## src/rtl/regfile_dump_reader.sv

```systemverilog
// Purpose : walks register addresses 0..NREG-1 through one regfile read port.
//           Each captured value goes out as a valid/ready beat tagged with its index.
// Latency : start edge -> READ next cycle -> beat 0 valid one cycle later.
//           Each later beat is valid 2 cycles after the previous one is accepted.
// Backpressure: a beat holds out_data/out_idx stable while out_ready is low.
//               No combinational path runs from out_ready to any output.
// Ports   : clk, reset (sync, active-low), start, abort
//           rd_addr -> regfile, rd_data <- regfile (combinational)
//           out_valid/out_ready/out_data/out_idx stream, busy, done pulse
module regfile_dump_reader #(
  parameter int N    = 16,
  parameter int NREG = 8,
  parameter int AW   = 3
) (
  input  logic          clk,
  input  logic          reset,
  input  logic          start,
  input  logic          abort,
  output logic [AW-1:0] rd_addr,
  input  logic [N-1:0]  rd_data,
  output logic          out_valid,
  input  logic          out_ready,
  output logic [N-1:0]  out_data,
  output logic [AW-1:0] out_idx,
  output logic          busy,
  output logic          done
);

  typedef enum logic [1:0] {S_IDLE, S_READ, S_PRESENT, S_DONE} state_e;

  localparam logic [AW-1:0] LAST_IDX = AW'(NREG - 1);

  state_e        state_q, state_d;
  logic [AW-1:0] idx_q, idx_d;
  logic [AW-1:0] out_idx_q, out_idx_d;
  logic [N-1:0]  out_data_q, out_data_d;

  // State register
  always_ff @(posedge clk) begin
    if (!reset) begin
      state_q    <= S_IDLE;
      idx_q      <= '0;
      out_idx_q  <= '0;
      out_data_q <= '0;
    end else begin
      state_q    <= state_d;
      idx_q      <= idx_d;
      out_idx_q  <= out_idx_d;
      out_data_q <= out_data_d;
    end
  end

  // Next-state logic
  always_comb begin
    state_d    = state_q;
    idx_d      = idx_q;
    out_idx_d  = out_idx_q;
    out_data_d = out_data_q;
    case (state_q)
      S_IDLE: begin
        idx_d = '0;
        if (start) state_d = S_READ;
      end
      S_READ: begin
        // Capture happens on this edge, so a regfile write on the same edge
        // is not seen.
        out_data_d = rd_data;
        out_idx_d  = idx_q;
        state_d    = S_PRESENT;
      end
      S_PRESENT: begin
        if (out_ready) begin
          if (idx_q == LAST_IDX) begin
            state_d = S_DONE;
          end else begin
            idx_d   = idx_q + AW'(1);
            state_d = S_READ;
          end
        end
      end
      S_DONE: begin
        idx_d   = '0;
        state_d = S_IDLE;
      end
      default: begin
        idx_d   = '0;
        state_d = S_IDLE;
      end
    endcase
    // Abort wins over everything except reset; idx returns to 0 so rd_addr
    // reads 0 in IDLE.
    if (abort && (state_q != S_IDLE)) begin
      idx_d   = '0;
      state_d = S_IDLE;
    end
  end

  // Outputs, decoded from registered state only
  always_comb begin
    out_valid = (state_q == S_PRESENT);
    busy      = (state_q != S_IDLE);
    done      = (state_q == S_DONE);
  end

  assign rd_addr  = idx_q;
  assign out_data = out_data_q;
  assign out_idx  = out_idx_q;

endmodule

```

## config.mk

```make
export PLATFORM = sky130hd
export DESIGN_NAME = regfile_dump_reader
export DESIGN_NICKNAME = d
export VERILOG_FILES = /design/src/rtl/regfile_dump_reader.sv
export SDC_FILE = /design/constraint.sdc
export NUM_CORES = 1
export LEC_CHECK = 0
export CORE_MARGIN = 5
export CORE_UTILIZATION = 41
export DETAILED_ROUTE_END_ITERATION = 8
export GPL_TIMING_DRIVEN = 0
export PLACE_DENSITY = 0.89
export SLEW_MARGIN = 10
export SYNTH_ARGS = -nofsm -noshare
export SYNTH_HDL_FRONTEND = slang
export SYNTH_SLANG_ARGS = --single-unit
```

## constraint.sdc

```tcl
create_clock -name clk -period 1.9 [get_ports clk]
set_clock_uncertainty 0.15 [all_clocks]
set_input_delay 0.38 -clock clk [delete_from_list [all_inputs] [get_ports clk]]
set_output_delay 0.38 -clock clk [all_outputs]
set_load 0.05 [all_outputs]
```

### Yosys cells after proc, flatten, opt, wreduce, memory -nomap -nowiden

Cells that the tools add are included.
Widths: inputs -> output; s select.

* word-level logic and storage cells: 28
* input port bits: 21
* output and inout port bits: 25
* register bits after elaboration: 24

* mux-type cells: 7
* reductions and logical operators: 8
* add/subtract/negate cells: 1
* equal/unequal tests: 7
* bitwise gates (word level): 1

Operator list (number)
* $pmux 2 s4: 1
* $mux 2: 3
* $mux 3: 2
* $pmux 3 s2: 1
* $eq 2x2->1 const B: 2
* $ne 2x2->1 const B: 2
* $reduce_bool 2->1: 2
* $reduce_or 2->1: 2
* $add 3x1->3 const B: 1
* $eq 3x3->1 const B: 1
* $reduce_and 3->1: 1
* $eq 2x1->1 const B: 1
* $logic_not 2->1: 1
* $ne 2x1->1 const B: 1
* $reduce_and 2->1: 1
* $logic_and 1x1->1: 1
* $not 1->1: 1

### Depth between registers and ports, before layout

* depth in word-level cells: 4
* mapped depth: 6
* mapped depth without buffers: 5

### Worst setup path after synthesis

No wires, ideal clock.

* kind: register -> register
* start: register idx_q[0], in the netlist rd_addr[0]
* end: register idx_q[1], in the netlist rd_addr[1]
* data arrival time: 1435 ps
* clock period less this slack: 1706 ps
* path buffers: 0
* library setup time: 121 ps
* data required time: 1629 ps
* cell stages (with the launch flop): 6
* path slack: 194 ps
* path through: dfxtp_1 > ha_1 > ha_1 > and4b_1 > a32oi_1 > nor2_1

* cells in the longest elaborated chain, start to end: 4
* elaborated cells on any way between the ends: 7
* those cells by class: add/sub: 1; eq/ne: 2; mux: 3; reduce/logical: 1

Ends and longest elaborated chain
* start: declaration: line 34 `logic [AW-1:0] idx_q, idx_d;`
* start signal: assignment: line 47 `idx_q <= idx_d;`
* $add 3x1->3: line 76 `idx_d = idx_q + AW'(1);`
* $mux 3: line 73 `if (idx_q == LAST_IDX) begin`
* $mux 3: line 72 `if (out_ready) begin`
* $pmux 3 s2: line 59 `case (state_q)`

Parallel ways exist; a longest one is shown, timed or not. The select of a mux whose other input is x is not followed.
A chain may end at the register's enable or synchronous reset.

### Worst setup path in the final report

* start: register idx_q[0], in the netlist rd_addr[0]
* end: output port rd_addr[0]

RTL lines
* end: declaration: line 19 `output logic [AW-1:0] rd_addr,`

No word-level cell between the ends.

==> metrics.yaml <==
floorplan:
  rows: 18
  die_w_um: 60.5
  fp.coreArea_um2: 2450
  die_h_um: 60.5
  ios: 46
  die_area_um2: 3650
  initial_core_util_pct: 42.5
finish:
  fin_nets: 172
  n_antenna_cell: 0
  num-fill-cells: 221
  syn2layout_area_growth_pct: 45.3
  final_core_util_pct: 61.8
  layout_commonest_cell: "dfxtp_1"
  drive_gt1_share_pct: 8.39
  final_cell_mix: "dfxtp_1, dlygate4sd2_1, mux2i_1, nor2b_1, clkdlybuf4s50_1"
timing:
  worst_slew_pin_slew_ps: 506
  fin_crit_sh_pct: 95.3
  fmax_mhz: 552
  min_period_ps: 1810
  setup_viol: 0
  hold_viol: 0
  relSlewSlack_pct: 66.4
  fin_ws_ps: 89.2
  holdWs_ps: 259
  rsz0062_at_grt: "true"
  final_max_slew_viol_count: 0
synth:
  synth-seq-cells: 24
  syn_nets: 123
  ys_warn_count: 0
  synth.avg_cell_area_um2: 10.9
  syn_area_um2: 1040
  ys_seq_area_share_pct: 46.0
  synth_cell_types: 22
  netlist_instances: 96
placement:
  numPortBuffers: 44
  dp_slack_ps: -206
  gp_congestion: 0.724
  hpwl_mm: 1.93
clocking:
  cts.sinks: 24
  postCtsSetupBuffers: 0
  htreeDepth: 1
  cts.clk_slew.worst_paths_ps: 120
  tritoncts: "yes"
  cts-buffers-inserted: 3
  clkLatencyLatePin_ps: 300
  cts_buffer_depth: 2
  postCtsHoldBufs: 0
  cts_root_buf: "clkbuf_4"
power_and_ir_drop:
  power.density_nw_per_um2: 1120
  p_leak_uw: 0.000678
  p_total_uw: 1700
  ir_worst_vdd_mv: 0.867
worst_setup_path:
  worstSetupPathType: "reg -> out"
  slowest_stage: "dlygate4sd2_1"
  startpoint_type: "flop"
  cpPeakStageDelay_ps: 550
  endpoint_kind: "output port"
  cp_top_family: "buffers and inverters"
  crit_arrival_ps: 1280
  rrSetupSlack_ps: 350
  cp_max_fo: 5
  cp.buffers_inverters: 1
  crit_path_cell_trace: "dlygate4sd2_1"
  worstPathRequired_ps: 1370
grt:
  grt_pass1_wl_mm: 4.06
  grt_antenna_before_repair: 0
  grt.overflow.total: 0
  grt_pass1_vias: 938
  grt_use_total_pct: 14.7
  grt_max_degree: 13
detailed_routing:
  dr_total_vias: 840
  initialDrtViolationCount: 18
  final_antenna_net_count: 0
  drc_errors: 0
  drt_wl_total_mm: 2.42
  drt_pass1_iterations: 4
  vias_per_cell: 4.86
  wl_per_cell_um: 14.0
worst_hold_path:
  hold_class: "in -> reg"
flow_run:
  cap_violations: 0
outcome:
  status: "complete, no violations"
-- layout make-up --
type                    count  area [um2]  share of cell area (%)
inverters                   4        15.0                   0.990
multi-input cells          64         510                    33.7
well taps                  30        37.5                    2.48
clock buffers               3        22.5                    1.49
flip-flops and latches     24         482                    31.8
repair buffers             44         409                    27.0
plain buffers               4        40.0                    2.64
-- synth_stat cells, drive strengths merged --
cell    count  share of area [%]
mux2i      19                 18
dfxtp      24                 46
nand3       1               0.48
nand2       1               0.36
nor3        1               0.48
nor2        3                1.1
or2         1               0.60
o21ai       1               0.84
inv         4                1.4
nand4       1               0.60
nand2b      3                1.8
a32oi       2                1.7
a31o        1               0.84
nand3b      1               0.72
nor2b      19                 11
buf         3                3.5
and4b       1               0.96
ha          6                7.2
clkbuf      1               0.36
a21oi       3                1.4
-- stage by stage --
step | std cells | setup TNS [ps] | area (um2)
2_1_floorplan | 96 | 0 | 1040
3_3_place_gp | 170 | -337 | 1520
3_5_place_dp | 170 | -358 | 1520
4_1_cts | 173 | 0 | 1510
5_1_grt | 173 | -12.7 | 1520
6_report | 173 | 0 | 1520
-- sequential cells by signal, summed over array words and instances, names as in the netlist --
| name | count |
|---|---|
| out_data | 16 |
| out_idx | 3 |
| rd_addr | 3 |
| state_q | 2 |
-- routing by layer --
metal | track usage (%) | vias to the layer above | wire length [um]
li1 | - | 419 | -
met1 | 17.6 | 396 | 945
met2 | 25.8 | 23 | 1330
met3 | 3.19 | 2 | 130
met4 | 5.57 | 0 | 13
met5 | 0 | - | 0
-- final timing paths --
path	start	end	cells past startpoint
max	rd_addr[0]	rd_addr[0]	1
min	reset	out_data[2]	2
max reg2reg	rd_addr[0]	rd_addr[2]	5
min reg2reg	out_data[15]	out_data[15]	2
-- kinds of logic (layout without fill, tap and decap cells) --
logic type,count (synthesis),after routing,share of synthesized area [%]
buffers and inverters,8,55,5.27
AOI/OAI and AO/OA,7,7,4.80
and+or+nand+nor,32,32,18.5
adders and majority gates,6,6,7.19
muxes,19,19,18.2
DFF,24,24,46.0
-- power breakdown --
part | total (uW) | switching [uW] | internal, uW
combinational | 859 | 534 | 325
clock | 207 | 133 | 73.9
sequential | 630 | 46.3 | 584
total | 1700 | 714 | 983
-- repair_timing --
| action | CTS | global route |
|---|---|---|
| endpoints found under the setup margin | 25 | 2 |
| gates resized for setup | 36 | 3 |
| cloned | 0 | 0 |
No activity file was read; power rests on OpenSTA's default activity.
